==> config.mk <==
export PLATFORM = sky130hd
export DESIGN_NAME = rle_word_collector
export DESIGN_NICKNAME = d
export VERILOG_FILES = /design/src/rtl/rle_word_collector.sv
export SDC_FILE = /design/constraint.sdc
export NUM_CORES = 1
export LEC_CHECK = 0
export ABC_AREA = 1
export ABC_CLOCK_PERIOD_IN_PS = 3100
export CORE_MARGIN = 5
export CORE_UTILIZATION = 35
export DETAILED_ROUTE_END_ITERATION = 10
export GPL_TIMING_DRIVEN = 0
export MAX_ROUTING_LAYER = met4
export PLACE_DENSITY = 0.6
export SYNTH_ARGS = -nofsm -noshare
export SYNTH_HDL_FRONTEND = slang
export SYNTH_SLANG_ARGS = --single-unit
==> constraint.sdc <==
create_clock -name clk -period 3.1 [get_ports clk]
set_input_delay 0.62 -clock clk [delete_from_list [all_inputs] [get_ports clk]]
set_output_delay 0.62 -clock clk [all_outputs]
set_load 0.01 [all_outputs]
==> src/rtl/rle_word_collector.sv <==
// rle_word_collector
//   Gathers 16-bit RLE code words from NCH channel coders. Each channel has a
//   one-word holding slot. A round-robin arbiter moves held words into a
//   show-ahead FIFO for the host link. Words pass through unmodified.
//
// Ports
//   clk, nreset      clock, synchronous active-low reset
//   en               capture / arbitration enable (read side ignores it)
//   in_word          NCH*W coder words, channel i on [i*W +: W]
//   in_ready         NCH coder ready levels; a rising level captures a word
//   out_word         head-of-FIFO word (valid while out_valid)
//   out_valid        FIFO non-empty
//   out_ack          consumer pops out_word this cycle
//   fifo_level       words held in the FIFO, 0..DEPTH
//   overflow         sticky, a word was dropped
//   drop_cnt         saturating count of drop events
//   clear_ovf        clears overflow / drop_cnt (a same-cycle drop wins)

// Per-channel capture slot: edge detect plus a one-word holding register.
module rle_chan_slot #(
    parameter int W = 16
) (
    input  logic         clk,
    input  logic         nreset,
    input  logic         en,
    input  logic         in_ready,
    input  logic [W-1:0] in_word,
    input  logic         grant,
    output logic [W-1:0] hold_word,
    output logic         hold_v,
    output logic         drop
);
    logic prev_ready;
    logic rise;

    assign rise = in_ready & ~prev_ready & en;
    // A grant empties the slot this same edge, so a rise then refills it
    // instead of dropping.
    assign drop = rise & hold_v & ~grant;

    always_ff @(posedge clk) begin
        // prev_ready tracks in_ready even during reset, so a ready level that
        // is already high at reset release counts as seen and is not captured.
        prev_ready <= in_ready;
        if (!nreset) begin
            hold_word <= '0;
            hold_v    <= 1'b0;
        end else if (rise && (!hold_v || grant)) begin
            hold_word <= in_word;
            hold_v    <= 1'b1;
        end else if (grant) begin
            hold_v    <= 1'b0;
        end
    end
endmodule

module rle_word_collector #(
    parameter int NCH   = 4,
    parameter int W     = 16,
    parameter int DEPTH = 16,
    parameter int AW    = $clog2(DEPTH)
) (
    input  logic             clk,
    input  logic             nreset,
    input  logic             en,
    input  logic [NCH*W-1:0] in_word,
    input  logic [NCH-1:0]   in_ready,
    output logic [W-1:0]     out_word,
    output logic             out_valid,
    input  logic             out_ack,
    output logic [AW:0]      fifo_level,
    output logic             overflow,
    output logic [7:0]       drop_cnt,
    input  logic             clear_ovf
);
    localparam int RRW = (NCH > 1) ? $clog2(NCH) : 1;
    localparam int LW  = AW + 1;

    logic [NCH-1:0][W-1:0] hold_word;
    logic [NCH-1:0]        hold_v;
    logic [NCH-1:0]        drop;
    logic [NCH-1:0]        grant;

    logic [RRW-1:0]        rr;
    logic [RRW-1:0]        gnt_idx;
    logic                  gnt_any;

    logic [W-1:0]          mem [DEPTH];
    logic [AW-1:0]         wr_ptr;
    logic [AW-1:0]         rd_ptr;
    logic                  full;
    logic                  wr;
    logic                  rd;

    genvar g;
    generate
        for (g = 0; g < NCH; g++) begin : g_slot
            rle_chan_slot #(.W(W)) u_slot (
                .clk       (clk),
                .nreset    (nreset),
                .en        (en),
                .in_ready  (in_ready[g]),
                .in_word   (in_word[g*W +: W]),
                .grant     (grant[g]),
                .hold_word (hold_word[g]),
                .hold_v    (hold_v[g]),
                .drop      (drop[g])
            );
        end
    endgenerate

    // Round-robin pick: first held slot at or above rr, otherwise the first
    // held slot from 0 (the wrapped part of the scan).
    always_comb begin
        gnt_any = 1'b0;
        gnt_idx = '0;
        grant   = '0;
        if (en && !full) begin
            for (int j = 0; j < NCH; j++) begin
                if (!gnt_any && hold_v[j] && j >= int'(rr)) begin
                    gnt_any = 1'b1;
                    gnt_idx = RRW'(j);
                end
            end
            for (int j = 0; j < NCH; j++) begin
                if (!gnt_any && hold_v[j]) begin
                    gnt_any = 1'b1;
                    gnt_idx = RRW'(j);
                end
            end
        end
        if (gnt_any)
            grant[gnt_idx] = 1'b1;
    end

    always_ff @(posedge clk) begin
        if (!nreset)
            rr <= '0;
        else if (gnt_any)
            rr <= (gnt_idx == RRW'(NCH - 1)) ? '0 : gnt_idx + 1'b1;
    end

    // Show-ahead FIFO. Write is gated on the registered full flag, so a pop
    // at full does not make room for a write until the following cycle.
    assign full      = (fifo_level == LW'(DEPTH));
    assign out_valid = (fifo_level != '0);
    assign out_word  = mem[rd_ptr];
    assign wr        = gnt_any;
    assign rd        = out_valid & out_ack;

    always_ff @(posedge clk) begin
        if (!nreset) begin
            wr_ptr     <= '0;
            rd_ptr     <= '0;
            fifo_level <= '0;
            for (int k = 0; k < DEPTH; k++)
                mem[k] <= '0;
        end else begin
            if (wr) begin
                mem[wr_ptr] <= hold_word[gnt_idx];
                wr_ptr      <= wr_ptr + 1'b1;
            end
            if (rd)
                rd_ptr <= rd_ptr + 1'b1;
            case ({wr, rd})
                2'b10:   fifo_level <= fifo_level + 1'b1;
                2'b01:   fifo_level <= fifo_level - 1'b1;
                default: fifo_level <= fifo_level;
            endcase
        end
    end

    // Simultaneous drops on several channels count as one event.
    always_ff @(posedge clk) begin
        if (!nreset) begin
            overflow <= 1'b0;
            drop_cnt <= '0;
        end else if (|drop) begin
            overflow <= 1'b1;
            if (clear_ovf)
                drop_cnt <= 8'd1;
            else if (drop_cnt != 8'hFF)
                drop_cnt <= drop_cnt + 8'd1;
        end else if (clear_ovf) begin
            overflow <= 1'b0;
            drop_cnt <= '0;
        end
    end
endmodule

Word level (Yosys, flattened, before mapping)
Memories as Yosys holds them, arrays and structs flattened. A register that Yosys moved wholly into a read port is not among the register bits.
Cells that the tools add are included.
{"block": "word_totals", "regBits": 96, "latch_bits": 0, "ram_bits": 256, "rom_bits": 0, "in_bits": 73, "wordCells": 157, "memories": 1}
{"block": "classes", "add_sub_neg": 6, "mul": 0, "div_mod_pow": 0, "magnitude_cmp": 5, "n_eq_ne": 5, "shift": 0, "mux": 54, "bitwise_logic": 25, "n_reduce_logical": 43}
{"name": "mem", "depth": 16, "word_bits": 16, "rd": 1, "rd_clocked_by_memory_dff": 1, "write_ports": 16, "line_no": "88", "rtl": "logic [W-1:0] mem [DEPTH];"}
{"cell": "$mux 1", "n": 33}
{"cell": "$bmux 16 s2", "n": 1}
{"cell": "$mux 16", "n": 2}
{"cell": "$mux 8", "n": 4}
{"cell": "$and 1x1->1", "n": 17}
{"cell": "$logic_and 1x1->1", "n": 16}
{"cell": "$mux 2", "n": 8}
{"cell": "$mux 4", "n": 4}
{"cell": "$reduce_or 16->1", "n": 1}
{"cell": "$reduce_bool 2->1", "n": 7}
{"cell": "$logic_not 1->1", "n": 12}
{"cell": "$pmux 5 s2", "n": 1}
{"cell": "$add 4x1->4 const B", "n": 2}
{"cell": "$add 8x1->8 const B", "n": 1}
{"cell": "$ne 8x8->1 const B", "n": 1}
{"cell": "$not 1->1", "n": 8}
{"cell": "$add 5x1->5 const B", "n": 1}
{"cell": "$eq 5x5->1 const B", "n": 1}
{"cell": "$reduce_bool 5->1", "n": 1}
{"cell": "$sub 5x1->5 const B", "n": 1}
{"cell": "$eq 2x2->1 const B", "n": 2}
{"cell": "$ge 1x2->1 const A", "n": 2}
{"cell": "$logic_or 1x1->1", "n": 4}
{"cell": "$reduce_or 4->1", "n": 1}
{"cell": "7 further kinds", "n": 7}

Depth between registers and ports, before layout
Gate-level depths: netlist of the first run.
{"block": "logic_depth", "depth_word": 44, "ltp_mapped": 18, "ltp_nobuf": 17}

Hierarchy
From an unflattened synthesis of the first run, not the netlist that was laid out.
{"block": "hier_totals", "cells_unflattened": 1851, "hier_area_um2": 17347.9}
{"mod": "rle_word_collector", "n_inst": 1, "cells_per_inst": 1395, "area_per_inst_um2": 14159.8, "seq_area_each_um2": 8247.9}
{"mod": "rle_chan_slot", "n_inst": 4, "cells_per_inst": 114, "area_per_inst_um2": 797.0, "seq_area_each_um2": 360.3}

Worst setup path before layout of the first run
No wires, ideal clock.
{"block": "synth_timing", "kind": "flip-flop to flip-flop", "startpoint": "register rr[1]", "endpoint": "register drop_cnt[5]", "setup_time_ps": 116, "t_arrival_ps": 2336, "setup_slack_ps": 648, "path_stages_with_launch": 18, "n_path_buf": 1, "synth_period_minus_slack_ps": 2452, "cell_sequence": "dfxtp_1 > nand2_1 > a21oi_2 > nand2_1 > nor2_1 > nand2_1 > a21oi_4 > buf_4 > ha_1 > inv_1 > o21bai_1 > nor2_1 > nor2_1 > nand3_1 > nand2_1 > inv_1 > nand2_1 > a21oi_1"}
{"block": "synth_via", "elab_chain_len": 44}
{"element": "start, declared", "line_no": "84", "rtl": "logic [RRW-1:0] rr;"}
{"element": "start signal, assigned", "line_no": "140", "rtl": "rr <= (gnt_idx == RRW'(NCH - 1)) ? '0 : gnt_idx + 1'b1;"}
{"element": "$ge 1x2->1", "line_no": "120", "rtl": "if (!gnt_any && hold_v[j] && j >= int'(rr)) begin"}
{"element": "$logic_and 1x1->1", "line_no": "120"}
{"element": "$mux 1", "line_no": "120"}
{"element": "$mux 1", "line_no": "118", "rtl": "if (en && !full) begin"}
{"element": "$logic_not 1->1", "line_no": "120"}
{"element": "$logic_and 1x1->1 (2 in series)", "line_no": "120"}
{"element": "$mux 1", "line_no": "120"}
{"element": "$mux 1", "line_no": "118"}
{"element": "[27 not listed]"}
{"element": "$mux 1 (implied by the code)", "line_no": "133", "rtl": "grant[gnt_idx] = 1'b1;"}
{"element": "$demux 1 s2", "line_no": "133"}
{"element": "$mux 4 *", "line_no": "132", "rtl": "if (gnt_any)"}
{"element": "$not 1->1", "line_no": "39", "rtl": "assign drop = rise & hold_v & ~grant;"}
{"element": "$and 1x1->1", "line_no": "39"}
{"element": "$reduce_or 4->1 *", "line_no": "178", "rtl": "end else if (|drop) begin"}
{"element": "$reduce_bool 2->1 (no source line)"}
{"element": "$reduce_and 2->1 (no source line)"}
{"element": "end signal, assigned", "line_no": "183", "rtl": "drop_cnt <= drop_cnt + 8'd1;"}
{"element": "end, declared", "line_no": "73", "rtl": "output logic [7:0] drop_cnt,"}
Every way passes the cells marked *; elsewhere a longest branch is shown, timed or not. The select of a mux whose other input is x is not followed.
A chain may end at the register's enable or synchronous reset.

==> results of run 1 <==
[registers in the layout, summed over array words and instances (netlist names), named ones only]
register and cells:
rd_ptr 4, g_slot.u_slot.prev_ready 4, rr 2, fifo_level 5
mem 256, g_slot.u_slot.hold_v 4, overflow 1, wr_ptr 4
drop_cnt 8, g_slot.u_slot.hold_word 64
[layer usage]
layer  track usage  up-vias
met5             -        -
met4        0.0431        0
met3        0.0275       85
met2         0.309      472
met1         0.258     5975
li1              -     5925
[repair_timing]
item | 4_1_cts | 5_1_grt
resized for setup | 112 | 38
pin swaps | 10 | 4
gates cloned | 0 | 0
endpoints found under the hold margin | 0 | 0
setup endpoints to repair | 218 | 245
setup buffers | 2 | 1
[per-stage QoR]
stage	instance area, µm²	cells	setup slack [ns]	hold slack (ns)
after global placement	18000	2366	-0.869	0.467
final	19600	2438	0.0449	0.482
after detailed placement	18000	2366	-0.824	0.472
after global routing	19600	2438	0.00118	0.499
after CTS	19500	2438	-0.241	0.484
after floorplan	16200	1656	0.648	0.447
[where the power goes]
| part | total (mW) | switching, mW | internal [mW] | leakage (nW) |
|---|---|---|---|---|
| registers | 5.48 | 0.140 | 5.34 | 3.46 |
| logic | 3.98 | 2.55 | 1.43 | 3.03 |
| clock network | 4.47 | 1.89 | 2.58 | 0.595 |
| total | 13.9 | 4.58 | 9.35 | 7.09 |
[cells in the mapped netlist (all sizes together)]
master	n
o21bai	1
nand3	98
mux2i	64
xor2	4
a31o	1
and3	1
fa	1
inv	118
xnor2	2
nor3	4
a211oi	1
edfxtp	256
o21ai	155
clkbuf	47
nand4	4
a31oi	2
o211ai	64
ha	14
dfxtp	100
a21oi	87
nor2	424
buf	59
nand2b	1
nand2	146
nand3b	1
or2	1
[worst register-to-register path: cells and delay by family (launching register included)]
family                     cells  cell delay (ns)
and+or+nand+nor                7             0.89
buffers and inverters          5             0.77
AOI/OAI and AO/OA              3             0.56
DFF                            1             0.36
adders and majority gates      1             0.19
[final cells by class]
cell class | count | area, µm²
fill | 4491 | 26700
buffer | 103 | 683
clock buffer | 59 | 1120
multi-input combinational | 1076 | 5760
tap | 607 | 759
sequential | 356 | 9690
clock inverter | 13 | 88.8
timing repair buffer | 106 | 1040
inverter | 118 | 449
[cell usage in the layout, fill, tap and decap left out, drive strengths merged]
cell type and count:
a211oi 1, a21oi 87, a31o 1, a31oi 2
and3 1, buf 63, bufinv 1, clkbuf 102
clkdlybuf4s15 2, clkdlybuf4s50 87, clkinv 11, clkinvlp 1
dfxtp 100, dlygate4sd2 13, dlymetal6s2s 1, edfxtp 256
fa 1, ha 14, inv 118, mux2i 64
nand2 146, nand2b 1, nand3 98, nand3b 1
nand4 4, nor2 424, nor3 4, o211ai 64
o21ai 155, o21bai 1, or2 1, xnor2 2
xor2 4
[worst max path at each step]
stage,from,end
2_1_floorplan,rr[1]$_SDFFE_PN0P_,drop_cnt[5]$_SDFFE_PN0P_
3_3_place_gp,en,mem[15][9]$_SDFFCE_PN0P_
3_5_place_dp,en,mem[13][10]$_SDFFCE_PN0P_
4_1_cts,flop,out_word[9]
5_1_grt,flop,out_word[13]
6_report,flop,out_word[5]
[kinds of logic after synthesis]
family,count (synthesis),share of synthesized area
fa+ha+maj,15,0.0120
mux,64,0.0395
xor+xnor,6,0.00324
buf+inv,224,0.0599
flops,356,0.597
compound gates,311,0.108
simple gates,680,0.181
==> out/qor.csv, run 1 <==
stage,metric,value,unit
die,die height,225,µm
sta,final hold vios,0,
clocking,Root Buffer,clkbuf_16,
critical_path,reg2reg start,g_slot[0].u_slot.hold_v$_SDFFE_PN0P_,
sta,fmax,0.327,GHz
place,HPWL Detailed,34.0,mm
sta,Tcrit/Tclk final,0.986,
sta,unrepaired setup endpoints after global routing,no,
synthesis,Netlist cell types,39,
sta,Slew HR,0.306,
die,Core ar.,0.0463,mm²
power_and_ir_drop,VDD IR max,0.000385,V
critical_path,critical path's slowest cell,dfxtp_2,
synthesis,mean post-synth cell area,9.80,µm²
cells_and_area,Diodes inserted,0,
grt,GR Overflow Total,0,
grt,first-pass GRT wire length,73.0,mm
critical_path,family with the most delay on the worst path,buffers and inverters,
grt,initial antenna violation count,0,
critical_path,Worst Path Required,2.48,ns
grt,vias in the first global route,12393,
clocking,CTS tree,built,
cells_and_area,fin util,0.424,
synthesis,synthesized flop and latch total,356,
min_path,min-delay src,g_slot[0].u_slot.hold_word[4]$_SDFFE_PN0P_,
die,die width,225,µm
cells_and_area,Final #Nets,1889,
critical_path,"most used cell, CP",buf_12,
routing,Vias,12457,
routing,DR pass1 iterations,5,
critical_path,Critical Path Sink Type,output port,
die,I/O pin total,104,
die,Rows,79,
routing,routed len/inst,19.7,µm
critical_path,Startpoint Class,flop,
place,IO Port Bufs,103,
power_and_ir_drop,Total Power,13.9,mW
sta,Setup Skew,0.0137,ns
place,global placement routability congestion,0.879,
sta,fin crit period,3.06,ns
power_and_ir_drop,P_leak,7.09,nW
critical_path,"Critical Path, Cell by Cell",buf_8 -> buf_12 -> buf_12 -> buf_4 -> mux2i_2 -> o211ai_1 -> nand3_1 -> nand2_1 -> clkdlybuf4s15_2,
synthesis,ranking of synthesized cells by area,"edfxtp_1 47%, dfxtp_1 12%, nor2_1 9.0%",
die,die area,0.0508,mm²
routing,WL met2,22.3,mm
die,Initial Util,0.351,
min_path,hold path depth,2,
routing,wire length on met3,3.43,mm
clocking,TritonCTS Buffers,40,
power_and_ir_drop,PwrDens,711,mW/mm²
synthesis,syn nets,1744,
grt,largest net degree at the start of global routing,17,
synthesis,post-synth top area share,0.474,
critical_path,Levels on crit path,9,
routing,Metal-1 WL,21.1,mm
critical_path,minimum setup slack among reg-to-reg paths,0.21,ns
synthesis,"Cell Area, Synth",0.0162,mm²
sta,Worst Tran Pin Value,1.04,ns
status,status,"finished, final reports clean",
cells_and_area,area grow syn2layout,20.7,%
run,max-cap viol count,0,
cells_and_area,layout cells sized above 1,0.145,
critical_path,CP Buf/Inv Count,5,
sta,Fin Setup TNS,0,ns
clocking,hold_buf cts,0,
synthesis,post-synthesis sequential area ratio,0.597,
critical_path,R2R Path End,g_slot[1].u_slot.hold_word[0]$_SDFFE_PN0P_,
routing,final WL,48.0,mm
critical_path,critical path class,flop to output port,
sta,Slew Limit Fails,0,
routing,post-route ant nets,0,
sta,final setup violating endpoints,0,
clocking,clk sink count,356,
critical_path,Worst EP arrival,2.44,ns
min_path,worst hold-check path type,flop to flop,
clocking,CTS clock-pin slew for the worst setup and hold paths,0.05,ns
critical_path,path depth of the worst reg2reg path,16,
routing,DR vias/cell,5.11,
clocking,Bufs on Longest Clock Path,3,
synthesis,Mapped Cells,1656,
routing,# DRC,0,
synthesis,Syn. warnings,0,
min_path,sink of the worst hold path,g_slot[0].u_slot.hold_word[4]$_SDFFE_PN0P_,
grt,overall routing resource usage,0.192,
synthesis,Synth area leader,edfxtp_1,
clocking,H-tree Lvls,2,
routing,Top Layer Used,met4,
clocking,Worst-Skew Late Latency,0.53,ns
routing,drt initial violations,1239,
critical_path,highest cell delay on the worst timing path,0.38,ns
critical_path,worst-path fanout max,10,
Power figures use the tool's default switching activity.
==> inputs of run 2 (changes only) <==
CORE_MARGIN = default   (was 5)
==> out/qor.csv, run 2 (synthesis gave the netlist of run 1 again) <==
stage,metric,value,unit,change
place,post-place setup slack,-0.883,ns,-0.0591 ns
critical_path,Startpoint Class,flop,,
routing,post-route ant nets,0,,unchanged
clocking,Bufs on Longest Clock Path,3,,unchanged
cells_and_area,design area,0.0196,mm²,about the same
clocking,TritonCTS Buffers,40,,unchanged
grt,vias in the first global route,12340,,-0.43%
grt,met1 GRT Util,0.269,,+0.0102
place,IO Port Bufs,103,,unchanged
sta,fin worst setup slack,0.0202,ns,-0.0247 ns
cells_and_area,Register Area,0.00969,mm²,about the same
routing,DR pass1 iterations,6,,+1
sta,Slew Limit Fails,0,,unchanged
routing,DR vias/cell,5.15,,+0.86%
clocking,Root Buffer,clkbuf_16,,
sta,unrepaired setup endpoints after global routing,yes,,
die,Initial Util,0.356,,+0.00526
critical_path,reg2reg start,fifo_level[3]$_SDFFE_PN0P_,,
cells_and_area,fin util,0.430,,+0.00662
clocking,H-tree Lvls,2,,unchanged
grt,GRT met2 Usage,0.327,,+0.0179
run,max-cap viol count,0,,unchanged
grt,largest net degree at the start of global routing,17,,unchanged
cells_and_area,Reg with most FFs,mem,,
critical_path,path depth of the worst reg2reg path,11,,-5
sta,fmax,0.325,GHz,-0.80%
critical_path,Worst EP arrival,2.46,ns,+0.02 ns
die,die area,0.0472,mm²,-7.0%
cells_and_area,"commonest non-fill, non-tap cell in the layout",nor2_1,,
sta,fin crit period,3.08,ns,+0.0247 ns
clocking,Worst-Skew Late Latency,0.54,ns,about the same
grt,overall routing resource usage,0.207,,+0.0152
routing,Vias,12543,,+0.69%
clocking,clk sink count,356,,unchanged
grt,initial antenna violation count,0,,unchanged
power_and_ir_drop,PwrDens,709,mW/mm²,-0.31%
routing,drt initial violations,1171,,-5.5%
critical_path,worst-path fanout max,10,,unchanged
routing,routed len/inst,19.5,µm,-1.2%
critical_path,minimum setup slack among reg-to-reg paths,0.19,ns,-0.02 ns
critical_path,Critical Path Sink Type,output port,,
grt,GRT busiest layer,met2,,
die,I/O pin total,104,,unchanged
clocking,CTS clock-pin slew for the worst setup and hold paths,0.06,ns,about the same
sta,final setup violating endpoints,0,,unchanged
grt,GR Overflow Total,0,,unchanged
critical_path,R2R Path End,mem[15][15]$_SDFFCE_PN0P_,,
cells_and_area,area grow syn2layout,20.8,%,about the same
power_and_ir_drop,P_leak,7.12,nW,+0.42%
critical_path,crit path to,out_word[8],,
critical_path,critical path class,flop to output port,,
sta,Min Hold Slack,0.482,ns,+0.000587 ns
place,placed cell count,2359,,-0.30%
grt,M3 GR Usage,0.0284,,+0.000887
clocking,CTS tree,built,,
cells_and_area,Diodes inserted,0,,unchanged
cells_and_area,top flop regs,"mem: 256 flops, g_slot.u_slot.hold_word: 64 flops, drop_cnt: 8 flops",,
die,die height,217,µm,-3.5%
routing,final WL,47.4,mm,-1.4%
cells_and_area,layout cells sized above 1,0.149,,+0.00358
cells_and_area,Largest register FFs,256,,unchanged
routing,# DRC,0,,unchanged
min_path,worst hold-check path type,flop to flop,,
die,Core ar.,0.0456,mm²,-1.5%
cells_and_area,Layout Cells excl Fill,2434,,-0.16%
power_and_ir_drop,VDD IR max,0.000389,V,+1.0%
place,placed inst area,0.0180,mm²,about the same
place,HPWL Detailed,33.9,mm,-0.29%
sta,Slew HR,0.255,,-0.0511
place,global placement routability congestion,0.889,,+1.2%
cells_and_area,Multi-input gate area,0.00575,mm²,-0.22%
cells_and_area,Final #Nets,1892,,+0.16%
power_and_ir_drop,Total Power,13.9,mW,-0.25%
critical_path,Worst Path Required,2.48,ns,about the same
sta,Worst Tran Pin Value,1.12,ns,+0.0767 ns
die,Rows,78,,-1.3%
grt,first-pass GRT wire length,71.9,mm,-1.5%
cells_and_area,Fillers,4350,,-3.1%
sta,Tcrit/Tclk final,0.993,,+0.00798
die,die width,217,µm,-3.5%
sta,Fin Setup TNS,0,ns,unchanged
sta,final hold vios,0,,unchanged
status,status,"finished, final reports clean",,
cells_and_area,most frequent cells in the layout,"387 x nor2_1, 256 x edfxtp_1, 152 x o21ai_0",,
sta,Setup Skew,0.0157,ns,+0.00201 ns
[run 2: routing by layer]
layer | part of all wire | up-vias
li1 | - | 5946
met5 | 0 | -
met1 | 0.43 | 5932
met2 | 0.46 | 535
met3 | 0.076 | 130
met4 | 0.041 | 0
[run 2: worst max-delay path, stage by stage (launching register included)]
cell           delay (ns)
dfxtp_2              0.40
buf_8                0.16
buf_12               0.18
mux2i_4              0.27
o21ai_0              0.11
o211ai_1             0.29
nand2_1              0.18
dlygate4sd2_1        0.33
[run 2: repair_timing]
action	4_1_cts	5_1_grt
pin swaps	13	8
hold buffers	0	0
endpoints found under the setup margin	235	142
resized for setup	106	48
endpoints found under the hold margin	0	0
buffers inserted	0	6
[run 2: report_power, final]
part,internal [mW],switching [mW],total (mW)
clock network,2.53,1.89,4.42
logic,1.43,2.57,3.99
registers,5.34,0.138,5.48
[run 2: worst min path at each step]
stage                     cells past startpoint                                   startpoint                                     endpoint  slack, ns
final                                         2  g_slot[0].u_slot.hold_word[15]$_SDFFE_PN0P_  g_slot[0].u_slot.hold_word[15]$_SDFFE_PN0P_       0.48
after global routing                          2   g_slot[0].u_slot.hold_word[2]$_SDFFE_PN0P_   g_slot[0].u_slot.hold_word[2]$_SDFFE_PN0P_       0.50
after CTS                                     2  g_slot[1].u_slot.hold_word[10]$_SDFFE_PN0P_  g_slot[1].u_slot.hold_word[10]$_SDFFE_PN0P_       0.48
after detailed placement                      2  g_slot[1].u_slot.hold_word[10]$_SDFFE_PN0P_  g_slot[1].u_slot.hold_word[10]$_SDFFE_PN0P_       0.47
after global placement                        2   g_slot[0].u_slot.hold_word[2]$_SDFFE_PN0P_   g_slot[0].u_slot.hold_word[2]$_SDFFE_PN0P_       0.47
after floorplan                               2  g_slot[2].u_slot.hold_word[15]$_SDFFE_PN0P_  g_slot[2].u_slot.hold_word[15]$_SDFFE_PN0P_       0.45
[run 2: area by class of cell]
| type | instances | area share |
|---|---|---|
| multi-input combinational | 1076 | 0.293 |
| sequential | 356 | 0.494 |
| inverter | 118 | 0.0227 |
| timing repair buffer | 109 | 0.0544 |
| clock inverter | 19 | 0.00479 |
| tap | 600 | 0.0383 |
| buffer | 103 | 0.0356 |
| clock buffer | 53 | 0.0568 |
